==> config.mk <==
export PLATFORM = sky130hd
export DESIGN_NAME = mult_result_display
export DESIGN_NICKNAME = d
export VERILOG_FILES = /design/src/rtl/mult_result_display.sv
export SDC_FILE = /design/constraint.sdc
export NUM_CORES = 1
export LEC_CHECK = 0
export BUFFER_PORTS_ARGS = -buffer_cell sky130_fd_sc_hd__buf_2
export CORE_MARGIN = 3
export CORE_UTILIZATION = 50
export CTS_CLUSTER_SIZE = 8
export DETAILED_ROUTE_END_ITERATION = 7
export PLACE_DENSITY = 0.71
export REMOVE_ABC_BUFFERS = 1
export SETUP_SLACK_MARGIN = 0.4
export SYNTH_ARGS = -nofsm -noshare
export SYNTH_HDL_FRONTEND = slang
export SYNTH_SLANG_ARGS = --single-unit
export TNS_END_PERCENT = 20
==> constraint.sdc <==
create_clock -name clk -period 6.4 [get_ports clk]
set_input_delay 0.32 -clock clk [delete_from_list [all_inputs] [get_ports clk]]
set_output_delay 0.32 -clock clk [all_outputs]
set_load 0.1 [all_outputs]
==> src/rtl/mult_result_display.sv <==
// mult_result_display
// Captures the 8-bit multiplier product on a rising edge of done_i, converts it
// to 3-digit BCD with a sequential double-dabble (one shift per clock), then
// drives three seven-segment displays and pulses valid_o for one cycle.
//
// Handshake: done_i is a level; only its rising edge starts a conversion, and
// only while idle. A rising edge seen while busy is dropped and latched in the
// sticky overrun_o flag. valid_o is a one-cycle pulse that marks the cycle in
// which bcd_o/hex*_o carry a freshly converted value; those outputs then hold.
module mult_result_display #(
    parameter bit BLANK_LZ       = 1'b1,
    parameter bit SEG_ACTIVE_LOW = 1'b1
) (
    input  logic        clk,
    input  logic        rst,
    input  logic        done_i,
    input  logic [7:0]  y_i,
    output logic [11:0] bcd_o,
    output logic [6:0]  hex0_o,
    output logic [6:0]  hex1_o,
    output logic [6:0]  hex2_o,
    output logic        valid_o,
    output logic        busy_o,
    output logic        overrun_o,
    output logic [1:0]  state_o
);

    typedef enum logic [1:0] {
        S_IDLE    = 2'd0,
        S_CONVERT = 2'd1,
        S_UPDATE  = 2'd2
    } state_t;

    state_t      r_state;
    logic        r_done_q;
    logic [19:0] r_shift;
    logic [2:0]  r_cnt;
    logic [11:0] r_bcd;
    logic [6:0]  r_hex0;
    logic [6:0]  r_hex1;
    logic [6:0]  r_hex2;
    logic        r_valid;
    logic        r_busy;
    logic        r_overrun;

    logic        w_rise;
    logic [19:0] w_adj;
    logic [19:0] w_shift_nxt;
    logic [6:0]  w_hex0;
    logic [6:0]  w_hex1;
    logic [6:0]  w_hex2;
    logic [6:0]  w_blank;
    logic        w_blank2;
    logic        w_blank1;

    // Segment code for one digit in active-low form; out-of-range nibbles blank.
    function automatic logic [6:0] seg_al(input logic [3:0] d);
        logic [6:0] code;
        case (d)
            4'd0:    code = 7'h40;
            4'd1:    code = 7'h79;
            4'd2:    code = 7'h24;
            4'd3:    code = 7'h30;
            4'd4:    code = 7'h19;
            4'd5:    code = 7'h12;
            4'd6:    code = 7'h02;
            4'd7:    code = 7'h78;
            4'd8:    code = 7'h00;
            4'd9:    code = 7'h10;
            default: code = 7'h7F;
        endcase
        return code;
    endfunction

    // Apply board polarity to an active-low code.
    function automatic logic [6:0] seg_pol(input logic [6:0] code_al);
        return SEG_ACTIVE_LOW ? code_al : ~code_al;
    endfunction

    assign w_rise  = done_i & ~r_done_q;
    assign w_blank = seg_pol(7'h7F);

    // Double-dabble correction: add 3 to each BCD nibble >= 5 before the shift.
    always_comb begin
        w_adj = r_shift;
        if (r_shift[19:16] >= 4'd5) w_adj[19:16] = r_shift[19:16] + 4'd3;
        if (r_shift[15:12] >= 4'd5) w_adj[15:12] = r_shift[15:12] + 4'd3;
        if (r_shift[11:8]  >= 4'd5) w_adj[11:8]  = r_shift[11:8]  + 4'd3;
    end

    assign w_shift_nxt = {w_adj[18:0], 1'b0};

    // Leading-zero blanking and decode of the finished BCD digits in r_shift[19:8].
    assign w_blank2 = BLANK_LZ && (r_shift[19:16] == 4'd0);
    assign w_blank1 = BLANK_LZ && (r_shift[19:16] == 4'd0) && (r_shift[15:12] == 4'd0);
    assign w_hex2   = w_blank2 ? w_blank : seg_pol(seg_al(r_shift[19:16]));
    assign w_hex1   = w_blank1 ? w_blank : seg_pol(seg_al(r_shift[15:12]));
    assign w_hex0   = seg_pol(seg_al(r_shift[11:8]));

    // Control FSM, edge detect, conversion datapath and registered outputs.
    always_ff @(posedge clk) begin
        if (!rst) begin
            r_state   <= S_IDLE;
            r_done_q  <= 1'b0;
            r_shift   <= '0;
            r_cnt     <= '0;
            r_bcd     <= '0;
            r_hex0    <= w_blank;
            r_hex1    <= w_blank;
            r_hex2    <= w_blank;
            r_valid   <= 1'b0;
            r_busy    <= 1'b0;
            r_overrun <= 1'b0;
        end else begin
            r_done_q <= done_i;
            r_valid  <= 1'b0;
            case (r_state)
                S_IDLE: begin
                    if (w_rise) begin
                        r_shift <= {12'b0, y_i};
                        r_cnt   <= '0;
                        r_state <= S_CONVERT;
                        r_busy  <= 1'b1;
                    end
                end
                S_CONVERT: begin
                    r_shift <= w_shift_nxt;
                    if (r_cnt == 3'd7) r_state <= S_UPDATE;
                    else               r_cnt   <= r_cnt + 3'd1;
                    if (w_rise) r_overrun <= 1'b1;
                end
                S_UPDATE: begin
                    r_bcd   <= r_shift[19:8];
                    r_hex0  <= w_hex0;
                    r_hex1  <= w_hex1;
                    r_hex2  <= w_hex2;
                    r_valid <= 1'b1;
                    r_state <= S_IDLE;
                    r_busy  <= 1'b0;
                    if (w_rise) r_overrun <= 1'b1;
                end
                default: begin
                    r_state <= S_IDLE;
                    r_busy  <= 1'b0;
                end
            endcase
        end
    end

    assign bcd_o     = r_bcd;
    assign hex0_o    = r_hex0;
    assign hex1_o    = r_hex1;
    assign hex2_o    = r_hex2;
    assign valid_o   = r_valid;
    assign busy_o    = r_busy;
    assign overrun_o = r_overrun;
    assign state_o   = r_state;

endmodule
; ---- After elaboration in Yosys (flattened, before gate mapping)
; Memories as Yosys holds them, arrays and structs flattened. A register that Yosys moved wholly into a read port is not among the register bits.
; Index checks and enable logic that the tools add are counted.
[classes]
n_reduce_logical = 12
muxes = 20
n_eq_ne = 6
addsub = 4
order_cmp = 3
n_bitwise = 3
[ops]
columns = cell, n
row1 = 20-bit case mux with 2 select lines, 1
row2 = 4-bit 2-to-1 mux, 6
row3 = 20-bit 2-to-1 mux, 1
row4 = 7-bit 2-to-1 mux, 2
row5 = "4-bit by 3-bit >= comparator with 1-bit output, second input constant", 3
row6 = 3-bit 2-to-1 mux, 3
row7 = "4-bit by 2-bit adder with 4-bit output, second input constant", 2
row8 = 4-bit zero test, 2
row9 = 2-bit AND reduction, 4
row10 = "2-bit inequality test, second input constant", 3
row11 = 3-bit case mux with 2 select lines, 1
row12 = 2-bit 2-to-1 mux, 2
row13 = 2-bit case mux with 2 select lines, 1
row14 = "3-bit by 1-bit adder with 3-bit output, second input constant", 1
row15 = "3-bit by 2-bit adder with 3-bit output, second input constant", 1
row16 = "3-bit == test, second input constant", 1
row17 = 3-bit AND reduction, 1
row18 = "2-bit by 1-bit == test with 1-bit output, second input constant", 1
row19 = "2-bit == test, second input constant", 1
row20 = 2-bit zero test, 1
row21 = 1-bit 2-to-1 mux, 2
row22 = 1-bit inverter, 2
row23 = 1-bit case mux with 2 select lines, 1
row24 = 2-bit nonzero test, 1
row25 = other kinds (4), 4
[totals]
mem_count = 3
input_bits = 11
mem_bits_ro = 336
out_inout_bits = 38
elab_cells = 61
regBits = 55
[memory_table]
columns = memory, depth, word_bits, rd, rd_ports_with_merged_regs, wr, line_no
row1 = (no name shown), 16, 7, 1, 1, 0, 59  ; case (d)
row2 = (no name shown), 16, 7, 1, 1, 0, 59
row3 = (no name shown), 16, 7, 1, 1, 0, 59

; ---- Depth between registers and ports, before layout
[depth]
ltp_word = 6
ltp_mapped = 13

; ---- Least setup slack after synthesis
; OpenSTA, ideal clock, no wires.
[synth_timing]
path_kind = flip-flop to flip-flop
from = reg r_state[0] (netlist: state_o[0])
to = reg (tool-made name)
path_stages_with_launch = 12
synth_period_minus_slack_ns = 3.080
t_arrival_ns = 2.960
slack_ns = 3.320
n_path_buf = 1
setup_ns = 0.120
cell_sequence = dfxtp_1 > inv_1 > ha_1 > nand2b_1 > nand2_1 > clkbuf_1 > o22ai_1 > and2_1 > ha_1 > nand2_1 > nor3_1 > a211o_1
[synth_rtl]
columns = element, line_no
row1 = start: declaration, 34  ; state_t r_state;
row2 = start signal: assignment, 103  ; r_state <= S_IDLE;
row3 = start signal: assignment, 122  ; r_state <= S_CONVERT;
row4 = start signal: assignment, 128  ; if (r_cnt == 3'd7) r_state <= S_UPDATE;

==> report_table.html <==
<table>
<tr><th>Metric</th><th>Value</th></tr>
<tr><th colspan="2">Run status</th></tr>
<tr><td>Run status</td><td>finished, final reports clean</td></tr>
<tr><th colspan="2">Synthesis</th></tr>
<tr><td>Post-synth EDFFs</td><td>0</td></tr>
<tr><td>Number of instances in the synthesized netlist</td><td>426</td></tr>
<tr><td>Syn avg cell area</td><td>8.88 sq um</td></tr>
<tr><td>Async set or reset register ratio after synthesis</td><td>0%</td></tr>
<tr><td>Synth cell types</td><td>69</td></tr>
<tr><td>Post-synthesis instance area</td><td>3780 sq um</td></tr>
<tr><td>Synth top area share</td><td>between 40% and 50%</td></tr>
<tr><td>Cell accounting for the most synthesized area</td><td>sky130_fd_sc_hd__dfxtp_1</td></tr>
<tr><td>Top area cells in the synthesized netlist</td><td>sky130_fd_sc_hd__dfxtp_1 40%, sky130_fd_sc_hd__ha_1 8.9%, sky130_fd_sc_hd__mux2i_1 5.3%</td></tr>
<tr><td>Sequential area share after synthesis</td><td>40.2%</td></tr>
<tr><td>Main synth FF type</td><td>sky130_fd_sc_hd__dfxtp_1</td></tr>
<tr><td>Yosys synthesis warning count</td><td>0</td></tr>
<tr><td>Flip-flop and latch count after synthesis</td><td>76</td></tr>
<tr><th colspan="2">Hold path</th></tr>
<tr><td>Hold wc startpoint</td><td>done_i</td></tr>
<tr><td>Classification of the worst-slack hold path</td><td>primary input to flop</td></tr>
<tr><td>Worst hold path depth</td><td>2</td></tr>
<tr><td>Endpoint, Worst Hold</td><td>r_done_q</td></tr>
<tr><th colspan="2">Layout</th></tr>
<tr><td>N_diodes</td><td>0</td></tr>
<tr><td>Commonest non-fill, non-tap cells in the layout</td><td>76 x sky130_fd_sc_hd__dfxtp_1, 51 x sky130_fd_sc_hd__nor2_1, 48 x sky130_fd_sc_hd__buf_2</td></tr>
<tr><td>Share of layout cells above drive strength 1</td><td>17.4%</td></tr>
<tr><td>Area growth syn-to-layout</td><td>12.8%</td></tr>
<tr><td>Most common library cell in the layout ignoring fill and taps</td><td>sky130_fd_sc_hd__dfxtp_1</td></tr>
<tr><td>Post-Layout Inst Area</td><td>between 4000 and 5000 sq um</td></tr>
<tr><td>NumNets Final</td><td>499</td></tr>
<tr><th colspan="2">Routing</th></tr>
<tr><td>Detailed-route DRC error count</td><td>0</td></tr>
<tr><td>DRT antenna net count</td><td>0</td></tr>
<tr><td>Number of violations reported at the end of detailed-routing iteration 0</td><td>137</td></tr>
<tr><td>WL per Instance</td><td>14.0 um</td></tr>
<tr><td>Vias</td><td>3139</td></tr>
<tr><td>Aggregate routed wire length</td><td>7930 um</td></tr>
<tr><td>Number of detailed-routing iterations run before antenna repair</td><td>5</td></tr>
<tr><td>Number of vias per cell after detailed routing</td><td>5.56</td></tr>
<tr><th colspan="2">Floorplan</th></tr>
<tr><td>Floorplan die height</td><td>93.0 um</td></tr>
<tr><td>Core outline area</td><td>approximately 7300 sq um</td></tr>
<tr><td>Effective utilization at floorplan</td><td>51.9%</td></tr>
<tr><td>Cell Rows</td><td>31</td></tr>
<tr><td>Full die area</td><td>8650 sq um</td></tr>
<tr><td>Die Width</td><td>93.0 um</td></tr>
<tr><td>IO Pins</td><td>49</td></tr>
<tr><th colspan="2">CTS</th></tr>
<tr><td>Clk Latency, worst-skew pair</td><td>approximately 0.35 ns</td></tr>
<tr><td>Setup repair bufs after CTS</td><td>0</td></tr>
<tr><td>Clock slew at the register clock pins of the worst setup and hold paths</td><td>0.08 ns</td></tr>
<tr><td>CTS Root Cell</td><td>sky130_fd_sc_hd__clkbuf_8</td></tr>
<tr><td>Buffer levels on the longest clock path</td><td>2</td></tr>
<tr><td>Clock tree from TritonCTS</td><td>built</td></tr>
<tr><td>CTS buffer count</td><td>9</td></tr>
<tr><td>Cts-stage hold buffer count</td><td>0</td></tr>
<tr><td>CTS HTree Levels</td><td>3</td></tr>
<tr><td># clock sinks</td><td>76</td></tr>
<tr><td>Number of gates resized after cts</td><td>0</td></tr>
<tr><th colspan="2">Run</th></tr>
<tr><td>Count of maximum capacitance violations</td><td>0</td></tr>
<tr><th colspan="2">Global routing</th></tr>
<tr><td>Global-route wire length before repair</td><td>about 14000 um</td></tr>
<tr><td>Congestion Overflow GR</td><td>0</td></tr>
<tr><td>Tot GR Track Use</td><td>19.2%</td></tr>
<tr><td>Met3 track utilization from global routing</td><td>4.34%</td></tr>
<tr><td>Vias in the first global route</td><td>around 3k</td></tr>
<tr><td>Largest net degree at the start of global routing</td><td>47</td></tr>
<tr><td>M1 GR Usage</td><td>around a quarter</td></tr>
<tr><td>Initial antenna violation count</td><td>0</td></tr>
<tr><td>Met2 demand-to-capacity share in global routing</td><td>32.3%</td></tr>
<tr><td>Layer carrying the most global-route usage</td><td>met2</td></tr>
<tr><th colspan="2">STA</th></tr>
<tr><td>Max-Slew Margin vs Limit</td><td>between 40 and 50%</td></tr>
<tr><td>Least setup slack across all paths after layout</td><td>around 3 ns</td></tr>
<tr><td>Setup Skew</td><td>0.00865 ns</td></tr>
<tr><td>Setup repair after global routing missed its margin</td><td>no</td></tr>
<tr><td>Final-report hold violation count</td><td>0</td></tr>
<tr><td>Transition time of the tightest slew-check pin</td><td>0.883 ns</td></tr>
<tr><td>Highest clock frequency the design can meet</td><td>~0.29 GHz</td></tr>
<tr><td>TNS Setup</td><td>0 ns</td></tr>
<tr><td>Worst-case hold slack</td><td>0.266 ns</td></tr>
<tr><td>Count of pins over their slew limit</td><td>0</td></tr>
<tr><td>Tmin final</td><td>3.40 ns</td></tr>
<tr><td>Final-report setup violation count</td><td>0</td></tr>
<tr><td>Period utilization</td><td>53.1%</td></tr>
<tr><th colspan="2">Power</th></tr>
<tr><td>Total power per unit cell area</td><td>243 nW/um^2</td></tr>
<tr><td>Highest ir drop seen on vdd</td><td>between 0.1 and 0.15 mV</td></tr>
<tr><td>LEAKAGE</td><td>1.72 nW</td></tr>
<tr><th colspan="2">Worst setup path</th></tr>
<tr><td>Worst reg2reg setup slack</td><td>3.00 ns</td></tr>
<tr><td>Worst endpoint data arrival time</td><td>3.64 ns</td></tr>
<tr><td>Critical path capture point type</td><td>flop</td></tr>
<tr><td>Startpoint kind of the worst setup timing path</td><td>flop</td></tr>
<tr><td>Launch instance of the worst register-to-register path</td><td>state_o[1]</td></tr>
<tr><td>Biggest fanout along the worst timing path</td><td>20</td></tr>
<tr><td>Required time of the critical path</td><td>6.65 ns</td></tr>
<tr><td>Path type of the worst setup path</td><td>flop to flop</td></tr>
<tr><td>R2r worst-path depth</td><td>11</td></tr>
<tr><th colspan="2">Placed design</th></tr>
<tr><td>Port Buffer Count</td><td>48</td></tr>
<tr><td>Placed inst area</td><td>a little over 4000 sq um</td></tr>
<tr><td>Pre-CTS setup slack</td><td>3.01 ns</td></tr>
<tr><td>Placer's final routability congestion estimate</td><td>0.903</td></tr>
<tr><td>HPWL reported at the end of detailed placement</td><td>about 5500 um</td></tr>
</table>
==> Yosys cell counts, types with 3 or more instances <==
cell type,count
sky130_fd_sc_hd__a211o_1,4
sky130_fd_sc_hd__a211oi_1,11
sky130_fd_sc_hd__a21oi_1,19
sky130_fd_sc_hd__a221oi_1,4
sky130_fd_sc_hd__a22oi_1,4
sky130_fd_sc_hd__a31oi_1,3
sky130_fd_sc_hd__and2_1,8
sky130_fd_sc_hd__and3_1,3
sky130_fd_sc_hd__buf_1,4
sky130_fd_sc_hd__buf_2,4
sky130_fd_sc_hd__buf_6,3
sky130_fd_sc_hd__clkbuf_1,13
sky130_fd_sc_hd__dfxtp_1,76
sky130_fd_sc_hd__ha_1,27
sky130_fd_sc_hd__inv_1,21
sky130_fd_sc_hd__mux2i_1,20
sky130_fd_sc_hd__nand2_1,46
sky130_fd_sc_hd__nand2b_1,7
sky130_fd_sc_hd__nand3_1,3
sky130_fd_sc_hd__nor2_1,51
sky130_fd_sc_hd__nor3_1,6
sky130_fd_sc_hd__o21ai_0,14
sky130_fd_sc_hd__o21ai_1,4
sky130_fd_sc_hd__o22ai_1,16
sky130_fd_sc_hd__or3_1,3
sky130_fd_sc_hd__xnor2_1,3
==> per-layer routing <==
layer	wire, um	vias to the layer above	part of all wire (%)
met5	0	-	0
met4	165	0	2.1
met3	309	19	3.9
met2	3870	87	49
met1	3590	1458	45
li1	-	1575	-
==> critical path, cell delays in order (launching register included) <==
cell	delay (ns)
sky130_fd_sc_hd__dfxtp_1	0.34
sky130_fd_sc_hd__inv_1	0.11
sky130_fd_sc_hd__ha_1	0.75
sky130_fd_sc_hd__inv_1	0.38
sky130_fd_sc_hd__a21oi_2	0.36
sky130_fd_sc_hd__o21ai_0	0.25
sky130_fd_sc_hd__a21oi_1	0.29
sky130_fd_sc_hd__inv_1	0.13
sky130_fd_sc_hd__ha_1	0.30
sky130_fd_sc_hd__nand2_1	0.07
sky130_fd_sc_hd__nor3_1	0.05
sky130_fd_sc_hd__a211o_1	0.27
==> report_power, final <==
part,switching [mW],internal (mW)
registers,0.00785,0.485
logic,0.0849,0.0360
clock network,0.172,0.252
==> worst max path at each step <==
stage                    start   end  cells past startpoint
global placement    state_o[1]  flop                     11
detailed placement  state_o[1]  flop                     11
global route        state_o[1]  flop                     11
floorplan           state_o[0]  flop                     10
finish              state_o[1]  flop                     11
CTS                 state_o[1]  flop                     11
==> cell type report <==
| type | count | area, sq um |
|---|---|---|
| clock buffers | 13 | 169 |
| clock inverters | 3 | 67.6 |
| fillers | 706 | 3020 |
| inverters | 21 | 78.8 |
| multi-input cells | 303 | 2050 |
| flip-flops and latches | 76 | 1520 |
| well taps | 99 | 124 |
| repair buffers | 50 | 255 |
==> through the flow <==
step | power [mW] | instances | util [%]
after global routing | 1.08 | 565 | 58.5
after floorplan | 0.595 | 400 | -
after CTS | 1.04 | 565 | 58.5
after detailed placement | 0.624 | 549 | 55.3
final | 1.04 | 565 | 58.5
after global placement | 0.622 | 549 | 55.3
==> kinds of logic (layout without fill, tap and decap cells) <==
family / after synthesis / after routing / synth area share [%]
simple gates: 144 / 144 / 18.7
compound gates: 109 / 109 / 20.7
flops: 76 / 76 / 40.2
buf+inv: 47 / 87 / 5.52
fa+ha+maj: 27 / 27 / 8.93
mux: 20 / 20 / 5.29
xor+xnor: 3 / 3 / 0.695
(Power assumes the default switching activity.)
